===== config.mk =====
export PLATFORM = sky130hd
export DESIGN_NAME = uart_rx_oversampled
export DESIGN_NICKNAME = d
export VERILOG_FILES = /design/src/rtl/uart_rx_oversampled.sv
export SDC_FILE = /design/constraint.sdc
export NUM_CORES = 1
export LEC_CHECK = 0
export BUFFER_PORTS_ARGS = -buffer_cell sky130_fd_sc_hd__buf_2
export CAP_MARGIN = 5
export CELL_PAD_IN_SITES_DETAIL_PLACEMENT = 1
export CELL_PAD_IN_SITES_GLOBAL_PLACEMENT = 1
export CORE_MARGIN = 4
export CORE_UTILIZATION = 39
export CTS_BUF_LIST = sky130_fd_sc_hd__clkbuf_8
export DETAILED_ROUTE_END_ITERATION = 12
export PLACE_DENSITY_LB_ADDON = 0.1
export SLEW_MARGIN = 25
export SYNTH_ARGS = -nofsm -noshare
export SYNTH_HDL_FRONTEND = slang
export SYNTH_SLANG_ARGS = --single-unit

===== constraint.sdc =====
create_clock -name clk -period 3.4 [get_ports clk]
set_clock_uncertainty 0.15 [all_clocks]
set_input_delay 0.17 -clock clk [delete_from_list [all_inputs] [get_ports clk]]
set_output_delay 0.17 -clock clk [all_outputs]
set_load 0.01 [all_outputs]

===== src/rtl/uart_rx_oversampled.sv =====
// rtl/uart_rx_oversampled.sv - oversampling 8N1 UART receiver with majority-vote bit sampling
module uart_rx_oversampled #(
  parameter int CLK_HZ     = 100_000_000,
  parameter int BAUD       = 9600,
  parameter int OVERSAMPLE = 16
) (
  input  logic       clk,
  input  logic       reset,
  input  logic       RsRx,
  output logic [7:0] data_out,
  output logic       data_valid,
  output logic       framing_error,
  output logic       busy
);
  localparam int DIV    = CLK_HZ / (BAUD * OVERSAMPLE);
  localparam int DIV_W  = (DIV > 1) ? $clog2(DIV) : 1;
  localparam int TICK_W = $clog2(OVERSAMPLE);
  localparam int BCNT_W = $clog2(8 + 1);
  localparam int HALF   = OVERSAMPLE / 2;

  typedef enum logic [2:0] {IDLE, START, DATA, STOP, WAIT_IDLE} state_t;
  state_t r_state, w_next_state;

  logic              r_sync1, r_sync2, r_rx_prev;
  logic [DIV_W-1:0]  r_div_cnt;
  logic [TICK_W-1:0] r_tick_cnt;
  logic [BCNT_W-1:0] r_bit_cnt;
  logic [7:0]        r_shift;
  logic [1:0]        r_samp;
  logic [7:0]        r_data_out;
  logic              r_data_valid, r_framing_error;

  logic w_rx_s, w_tick, w_tick_last, w_start_edge, w_vote;
  logic w_at_lo, w_at_mid, w_at_hi;
  logic w_restart_div, w_load, w_ferr;

  assign w_rx_s       = r_sync2;
  assign w_start_edge = r_rx_prev & ~w_rx_s;
  assign w_tick       = (r_div_cnt == DIV_W'(DIV - 1));
  assign w_tick_last  = (r_tick_cnt == TICK_W'(OVERSAMPLE - 1));
  assign w_at_lo      = w_tick && (r_tick_cnt == TICK_W'(HALF - 1));
  assign w_at_mid     = w_tick && (r_tick_cnt == TICK_W'(HALF));
  assign w_at_hi      = w_tick && (r_tick_cnt == TICK_W'(HALF + 1));
  assign w_vote       = (r_samp[1] & r_samp[0]) | (r_samp[1] & w_rx_s) | (r_samp[0] & w_rx_s);

  always_ff @(posedge clk) begin
    if (reset) r_state <= IDLE;
    else       r_state <= w_next_state;
  end

  always_comb begin
    w_next_state  = r_state;
    w_restart_div = 1'b0;
    w_load        = 1'b0;
    w_ferr        = 1'b0;
    case (r_state)
      IDLE: begin
        if (w_start_edge) begin
          w_next_state  = START;
          w_restart_div = 1'b1;
        end
      end
      START: begin
        if (w_at_mid) w_next_state = w_rx_s ? IDLE : DATA;
      end
      DATA: begin
        if (w_tick && w_tick_last && r_bit_cnt == BCNT_W'(8)) w_next_state = STOP;
      end
      STOP: begin
        // Leaving mid-stop-bit lets a back-to-back start edge be caught immediately.
        if (w_at_hi) begin
          if (w_vote) begin
            w_load       = 1'b1;
            w_next_state = IDLE;
          end else begin
            w_ferr       = 1'b1;
            w_next_state = WAIT_IDLE;
          end
        end
      end
      WAIT_IDLE: begin
        if (!w_rx_s)     w_restart_div = 1'b1;
        else if (w_tick) w_next_state  = IDLE;
      end
      default: w_next_state = IDLE;
    endcase
  end

  always_ff @(posedge clk) begin
    if (reset) begin
      r_sync1         <= 1'b1;
      r_sync2         <= 1'b1;
      r_rx_prev       <= 1'b1;
      r_div_cnt       <= '0;
      r_tick_cnt      <= '0;
      r_bit_cnt       <= '0;
      r_shift         <= '0;
      r_samp          <= '0;
      r_data_out      <= 8'h00;
      r_data_valid    <= 1'b0;
      r_framing_error <= 1'b0;
    end else begin
      r_sync1   <= RsRx;
      r_sync2   <= r_sync1;
      r_rx_prev <= r_sync2;

      if (w_restart_div || w_tick) r_div_cnt <= '0;
      else                         r_div_cnt <= r_div_cnt + DIV_W'(1);

      if (r_state == IDLE || r_state == WAIT_IDLE) r_tick_cnt <= '0;
      else if (w_tick) r_tick_cnt <= w_tick_last ? '0 : r_tick_cnt + TICK_W'(1);

      // r_bit_cnt counts bit boundaries seen in DATA; 0 means still in the start-bit tail.
      if (r_state != DATA)              r_bit_cnt <= '0;
      else if (w_tick && w_tick_last)   r_bit_cnt <= r_bit_cnt + BCNT_W'(1);

      if (w_at_lo || w_at_mid) r_samp <= {r_samp[0], w_rx_s};

      if (r_state == DATA && w_at_hi && r_bit_cnt != '0) r_shift <= {w_vote, r_shift[7:1]};

      if (w_load) r_data_out <= r_shift;
      r_data_valid    <= w_load;
      r_framing_error <= w_ferr;
    end
  end

  assign data_out      = r_data_out;
  assign data_valid    = r_data_valid;
  assign framing_error = r_framing_error;
  assign busy          = (r_state != IDLE);
endmodule


==> results.md, run 1 <==
* Run status: finished clean
* Count of mapped cells out of synthesis at 203
* Effective utilization at floorplan at 40.3%
* Post-Syn Area per Cell at 9.38 µm²
* DRC marker count from the first detailed-route iteration at 55
* Sequential cell fraction of total power at 55.6%
* Commonest non-fill, non-tap cells in the layout: 44 x dfxtp_1, 41 x nor2_1, 20 x mux2i_1, 13 x buf_2, 8 x nand2_1
* Clock latency on the worst-skew pair at 0.30 ns
* Clock transition at the register clock pins on the worst setup and hold paths after CTS at 0.09 ns
* Synthesis-to-layout area growth at 12.5%
* Number of nets in the layout at 228
* H-tree levels at 2
* Number of maximum-capacitance constraint violations at 0
* Worst R2R Setup Slack at 0.77 ns
* Pin count of the biggest net entering global routing at 32
* Highest net fanout along the worst path at 9
* Most common cell after layout, fill and taps aside: dfxtp_1
* DRT Pass-1 Iters at 4
* Clock tree from TritonCTS: yes
* Share of post-route cells with drive strength above 1 at 12.8%
* Final WL at 3810 µm
* GPL Wtd Cong at 0.755
* Final worst hold slack at 0.178 ns
* Number of flip-flops and latches in the synthesized netlist at 44
* RSZ-0062 raised after global routing: no
* Yosys warning count at 0
* Cell Int Power at 0.751 mW
* Final count of negative-setup-slack endpoints at 0
* Main synth FF type: dfxtp_1
* Number of flops mapped to enable cells by yosys at 0
* Antenna fix cells at 0
* Type of element capturing the critical path: register
* DIE HEIGHT at 77.9 µm
* Worst min-delay path category: in -> reg
* Worst path max stage delay at 0.80 ns
* Wire length of the first global-routing pass at 6970 µm
* Setup crit start kind: register
* Hold Vio Cnt, Final at 0
* Accumulated negative setup slack at 0 ns
* Max Fclk at 0.380 GHz
* Chip Width at 77.9 µm
* Number of routed nets with antenna violations at 0
* Clock root buffer master: clkbuf_8
* Clk pwr share at 40.8%
* Ports at 14
* Total cell area at the placement stage at 2030 µm²
* Die Outline Area at 6060 µm²
* Sequential fraction of the synthesis area at 46.3%
* Final instance area at 2140 µm²
* Fraction of power consumed by combinational cells at 3.7%
* Signal arrival time at the worst endpoint at 2.65 ns
* Routed len/inst at 13.3 µm
* Cell-by-cell listing of the critical path: or3b_1 -> or3_1 -> or4_1 -> mux2i_1 -> nor2_1
* Initial antenna violation count at 0
* Unique cell type count in the Yosys netlist at 36
* Total clock buffers created by CTS at 5
* FFs w/ async S/R, synth at 0%
* Type of the worst setup path: reg -> reg
* Num rows at 25
* Cell at the slowest stage of the critical path: or4_1
* I/O Buffers at 13
* Static leakage at 0.860 nW
* Headroom to the max-slew limit at 52.6%
* Via count at 1418
* Share of the clock period used by the worst path at 77.3%
* Fraction of the core area covered by cells at the end of the flow at 45.4%
* GRT Overall Usage at 14.4%
* GRT overflow at 0
* P per Cell Area at 445 nW/µm²
* Worst VDD drop at 0.203 mV
* Number of nets produced by synthesis at 213
* Slew at the pin with the worst max-slew slack at 0.705 ns
* Switching pwr at 0.203 mW
* Clock sink total at 44
* Cell Area, Synth at 1900 µm²
* Min cycle time layout at 2.63 ns
* Maximum clock insertion buffer count at 2
* Floorplan core area at 4720 µm²
* Final Slew Violations at 0
* Post-detailed-placement half-perimeter wirelength at 2830 µm
* Switching Share at 21.2%
* Post-cts repair resize count at 0
* Number of global-route vias before repair at 1540
* Final routed DRC violation total at 0
* Mean number of vias per cell at 4.96
* Required time at the endpoint of the critical path at 3.42 ns
registers in the layout, summed over array words and instances (netlist names):
name           cells
framing_error      1
r_div_cnt         10
data_valid         1
r_shift            8
data_out           8
r_state            3
r_bit_cnt          4
r_rx_prev          1
r_samp             2
r_sync2            1
r_sync1            1
r_tick_cnt         4
power by group through the flow:
| stage | clock network, mW | logic, mW | registers (mW) |
|---|---|---|---|
| floorplan | 0 | 0.0265 | 0.539 |
| global placement | 0 | 0.0333 | 0.542 |
| detailed placement | 0 | 0.0343 | 0.542 |
| CTS | 0.409 | 0.0355 | 0.530 |
| global route | 0.432 | 0.0399 | 0.532 |
| finish | 0.389 | 0.0349 | 0.530 |
cell usage after synthesis, types with 2 or more instances:
library cell / n / area, µm²
a31oi_1: 2 / 12.5
xor2_1: 7 / 61.3
o21ai_0: 4 / 20.0
mux2i_1: 20 / 200
nand3_1: 7 / 35.0
ha_1: 7 / 87.6
nand4_1: 2 / 12.5
and3_1: 2 / 12.5
or2_2: 4 / 25.0
dfxtp_1: 44 / 881
mux2_2: 2 / 22.5
or3_1: 4 / 25.0
xnor2_1: 6 / 52.6
nand3b_1: 2 / 15.0
inv_1: 6 / 22.5
nor2b_1: 2 / 12.5
or4_1: 2 / 15.0
nand2b_1: 3 / 18.8
clkbuf_1: 5 / 18.8
nor4_1: 2 / 12.5
nor2_1: 41 / 154
nand4b_1: 2 / 17.5
a21oi_1: 4 / 20.0
nor3_1: 4 / 20.0
nand2_1: 8 / 30.0
through the flow:
step / setup WS (ns) / total power [mW] / cells
floorplan: 1.05 / 0.566 / 203
global placement: 0.824 / 0.575 / 277
detailed placement: 0.765 / 0.576 / 277
CTS: 0.762 / 0.974 / 286
global route: 0.591 / 1.00 / 286
finish: 0.771 / 0.953 / 286
critical path: cells and delay by family (launching register included):
kind / cells / cell delay [ns]
DFF: 1 / 0.39
muxes: 1 / 0.24
and+or+nand+nor: 4 / 1.72
final cells by class:
class / instances / area [µm²]
inverter: 6 / 22.5
tap: 67 / 83.8
multi-input combinational: 146 / 966
sequential: 44 / 881
clock inverter: 3 / 38.8
timing repair buffer: 15 / 82.6
fill: 549 / 2580
clock buffer: 5 / 68.8
kinds of logic after synthesis:
family                   Yosys count  synth area share (%)
XOR/XNOR                          13                  5.98
buffers and inverters             13                  3.02
adder cells (fa/ha/maj)            7                  4.60
AND/OR/NAND/NOR                   89                  23.6
flip-flops                        44                  46.3
AO/OA/AOI/OAI                     15                  4.86
multiplexers                      22                  11.7
metal layers:
metal  track usage, %  wire [µm]
met2             25.9       1930
met3             4.41        136
met1             15.8       1680
met5                0          0
met4             5.34         63
timing repair:
item,in CTS,in global routing
setup buffers,0,0
hold endpoints to repair,1,0
hold buffers,1,0
setup endpoints to repair,0,0
worst paths after layout:
kind	from	end	depth (start not counted)
max reg2reg	r_div_cnt[7]	r_shift[0]	5
min reg2reg	r_sync1	r_sync2	1
max	r_div_cnt[7]	r_shift[0]	5
min	reset	data_out[7]	2
Power figures use the tool's default switching activity.
==> run 2, diff against run 1 <==
--- a/config.mk
+++ b/config.mk
@@ -5,6 +5,7 @@
 export SDC_FILE = /design/constraint.sdc
 export NUM_CORES = 1
 export LEC_CHECK = 0
+export ABC_AREA = 1
 export BUFFER_PORTS_ARGS = -buffer_cell sky130_fd_sc_hd__buf_2
 export CAP_MARGIN = 5
 export CELL_PAD_IN_SITES_DETAIL_PLACEMENT = 1
==> constraint.sdc (replaced) <==
create_clock -name clk -period 2.4 [get_ports clk]
set_clock_uncertainty 0.15 [all_clocks]
set_input_delay 0.12 -clock clk [delete_from_list [all_inputs] [get_ports clk]]
set_output_delay 0.12 -clock clk [all_outputs]
set_load 0.01 [all_outputs]
==> run 2 against run 1 <==
Against the previous run:
- critical path depth grew 3
- sequential share of layout area shrank 4.1 points
- clock power grew 68%
- sequential power grew 46%
- global-route usage grew 1.3 points
- register-to-register slack lost 0.24 ns
- critical path type unchanged
- wire length grew 20%
- largest cell class unchanged
- die area grew 9.3%
- largest power group unchanged
- combinational power grew to 6.6 times the previous value
==> results.md, run 2 <==
* Min cycle time layout at 1.86 ns (was 2.63 ns)
* RSZ-0062 raised after global routing: no (unchanged)
* Clk pwr share at 39.4% (was 40.8%)
* Dominant cell type by area after synthesis: dfxtp_1 (unchanged)
* Switching Share at 25.1% (was 21.2%)
* Worst min-delay path category: reg -> reg (was in -> reg)
* Most area-consuming cells after synthesis: dfxtp_1 42%, nand2_1 6.4%, nor2_1 6.1% (was dfxtp_1 46%, mux2i_1 11%, nor2_1 8.1%)
* Total clock buffers created by CTS at 5 (unchanged)
* Cell Int Power at 1.24 mW (was 0.751 mW)
* Post-detailed-placement half-perimeter wirelength at 3560 µm (was 2830 µm)
* Length in cells of the worst reg-to-reg path at 8 (was 5)
* Signal arrival time at the worst endpoint at 1.94 ns (was 2.65 ns)
* Fraction of power consumed by combinational cells at 13.9% (was 3.7%)
* Highest net fanout along the worst path at 10 (was 9)
* Share of post-route cells with drive strength above 1 at 18.1% (was 12.8%)
* Sequential cell fraction of total power at 46.7% (was 55.6%)
* Clock latency on the worst-skew pair at 0.29 ns (was 0.30 ns)
* Type of element capturing the critical path: register (unchanged)
* Main synth FF type: dfxtp_1 (unchanged)
* Count of mapped cells out of synthesis at 261 (was 203)
* Worst VDD drop at 0.305 mV (was 0.203 mV)
* Static leakage at 0.953 nW (was 0.860 nW)
* Ports at 14 (unchanged)
* Cell depth of the worst hold path at 1 (was 2)
* Number of flops mapped to enable cells by yosys at 0 (unchanged)
* Number of nets in the layout at 292 (was 228)
* Post-synth top cells: 44 x dfxtp_1, 36 x nand2_1, 34 x nor2_1, 32 x inv_1, 20 x a21oi_1 (was 44 x dfxtp_1, 41 x nor2_1, 20 x mux2i_1, 8 x nand2_1)
* Antenna fix cells at 0 (unchanged)
* Final count of negative-setup-slack endpoints at 0 (unchanged)
* Top register by number of flip-flops: r_div_cnt (unchanged)
* Share of the clock period used by the worst path at 77.7% (was 77.3%)
* Sequential fraction of the synthesis area at 41.9% (was 46.3%)
* Slew at the pin with the worst max-slew slack at 0.531 ns (was 0.705 ns)
* Run status: finished clean (unchanged)
* Setup crit start kind: register (unchanged)
* Post-CTS setup repair buffer count at 0 (unchanged)
* Via count at 1717 (was 1418)
* DRC marker count from the first detailed-route iteration at 86 (was 55)
* Origin of the critical flop-to-flop path: r_div_cnt[0] (was r_div_cnt[7])
* Mean number of vias per cell at 4.88 (was 4.96)
* Hold Vio Cnt, Final at 0 (unchanged)
* Num rows at 26 (was 25)
* DRT Pass-1 Iters at 4 (unchanged)
* Number of flip-flops and latches in the synthesized netlist at 44 (unchanged)
* Effective utilization at floorplan at 40.6% (was 40.3%)
* I/O Buffers at 13 (unchanged)
* Worst R2R Setup Slack at 0.54 ns (was 0.77 ns)
* Number of maximum-capacitance constraint violations at 0 (unchanged)
* Filler Cells Inserted at 619 (was 549)
* Final Slew Violations at 0 (unchanged)
* GPL Wtd Cong at 0.782 (was 0.755)
* Fraction of synthesized cell area taken by the top area cell type at 41.9% (was 46.3%)
* Max Fclk at 0.536 GHz (was 0.380 GHz)
* Wire length of the first global-routing pass at 8070 µm (was 6970 µm)
* Post-cts repair resize count at 0 (unchanged)
* Clock transition at the register clock pins on the worst setup and hold paths after CTS at 0.08 ns (was 0.09 ns)
* Maximum clock insertion buffer count at 2 (unchanged)
* Clock tree from TritonCTS: yes (unchanged)
* Number of nets produced by synthesis at 271 (was 213)
* Synthesis-to-layout area growth at 13.2% (was 12.5%)
* Headroom to the max-slew limit at 64.6% (was 52.6%)
* FFs w/ async S/R, synth at 0% (unchanged)
* Switching pwr at 0.417 mW (was 0.203 mW)
* Post-CTS Hold Buffers at 3 (was 1)
* Unique cell type count in the Yosys netlist at 41 (was 36)
* GRT overflow at 0 (unchanged)
* Yosys warning count at 0 (unchanged)
* Routed len/inst at 13.0 µm (was 13.3 µm)
* Post-Syn Area per Cell at 8.05 µm² (was 9.38 µm²)
* P per Cell Area at 699 nW/µm² (was 445 nW/µm²)
* Count leader, synth: dfxtp_1 (unchanged)
* Fraction of the core area covered by cells at the end of the flow at 46.0% (was 45.4%)
* Endpoint of the lowest-slack register-to-register path: r_div_cnt[7] (was r_shift[0])
* DIE HEIGHT at 81.4 µm (was 77.9 µm)
* Pin count of the biggest net entering global routing at 14 (was 32)
* Most common cell after layout, fill and taps aside: dfxtp_1 (unchanged)
* Clock sink total at 44 (unchanged)
* Worst min-delay path startpoint: r_sync1 (was reset)
* Hold endpoint: r_sync2 (was data_out[7])
* Initial antenna violation count at 0 (unchanged)
* GRT Overall Usage at 15.8% (was 14.4%)
* Final routed DRC violation total at 0 (unchanged)
* Number of routed nets with antenna violations at 0 (unchanged)
* Number of global-route vias before repair at 1719 (was 1540)
* Type of the worst setup path: reg -> reg (unchanged)
* Accumulated negative setup slack at 0 ns (unchanged)
* Flip-flop count of the largest register, all copies and words added at 10 (unchanged)
* Commonest non-fill, non-tap cells in the layout: 44 x dfxtp_1, 36 x nand2_1, 34 x nor2_1, 32 x inv_1, 20 x a21oi_1 (was 44 x dfxtp_1, 41 x nor2_1, 20 x mux2i_1, 13 x buf_2, 8 x nand2_1)
* Final WL at 4580 µm (was 3810 µm)
* Die Outline Area at 6630 µm² (was 6060 µm²)
* Cell Area, Synth at 2100 µm² (was 1900 µm²)
* Chip Width at 81.4 µm (was 77.9 µm)
* Clock root buffer master: clkbuf_8 (unchanged)
* Required time at the endpoint of the critical path at 2.48 ns (was 3.42 ns)
* H-tree levels at 2 (unchanged)
* Floorplan core area at 5170 µm² (was 4720 µm²)
[run 2: cell type report]
cell class / count / area, µm² / area share, %
multi-input cells: 177 / 1020 / 43.0
repair buffers: 18 / 110 / 4.63
clock buffers: 5 / 68.8 / 2.89
inverters: 36 / 148 / 6.21
clock inverters: 2 / 60.1 / 2.52
flip-flops and latches: 44 / 881 / 37.0
well taps: 70 / 87.6 / 3.68
[run 2: logic make-up after synthesis]
logic type	synth area share [%]
xor+xnor	0.833
compound gates	17.5
buf+inv	9.40
flops	41.9
fa+ha+maj	4.17
simple gates	26.2
[run 2: metrics by stage]
step,area [µm²],hold slack (ns),instances,power (mW),setup slack (ns)
2_1_floorplan,2100,0.0391,261,0.957,0.773
3_3_place_gp,2220,0.157,342,1.02,0.587
3_5_place_dp,2220,0.159,342,1.02,0.568
4_1_cts,2380,0.265,352,1.69,0.548
5_1_grt,2380,0.287,352,1.76,0.380
6_report,2380,0.264,352,1.66,0.535
[run 2: power by group through the flow]
stage | clock network, mW | logic, mW | registers [mW]
2_1_floorplan | 0 | 0.168 | 0.789
3_3_place_gp | 0 | 0.225 | 0.791
3_5_place_dp | 0 | 0.228 | 0.793
4_1_cts | 0.678 | 0.233 | 0.776
5_1_grt | 0.708 | 0.273 | 0.780
6_report | 0.655 | 0.231 | 0.775
[run 2: worst max path at each step]
stage	depth (start not counted)	startpoint	to	slack [ns]
2_1_floorplan	11	r_div_cnt[0]	r_shift[7]	0.77
3_3_place_gp	8	r_div_cnt[0]	r_div_cnt[7]	0.59
3_5_place_dp	8	r_div_cnt[0]	r_div_cnt[7]	0.57
4_1_cts	8	r_div_cnt[0]	r_div_cnt[7]	0.55
5_1_grt	8	r_div_cnt[0]	r_div_cnt[7]	0.38
6_report	8	r_div_cnt[0]	r_div_cnt[7]	0.54
[run 2: routing by layer]
layer / vias to the layer above / track usage [%] / wire (µm)
met5: - / 0 / 0
met4: 0 / 4.56 / 59
met3: 7 / 3.29 / 96
met2: 11 / 23.5 / 1960
met1: 798 / 22.8 / 2460
li1: 901 / - / -
[run 2: worst max-delay path: stages (launching register included)]
cell,delay [ns]
dfxtp_1,0.38
inv_1,0.06
ha_1,0.21
nand2_1,0.11
nor2_4,0.07
nand3_4,0.14
o2111ai_2,0.30
o21bai_1,0.27
a21oi_1,0.11
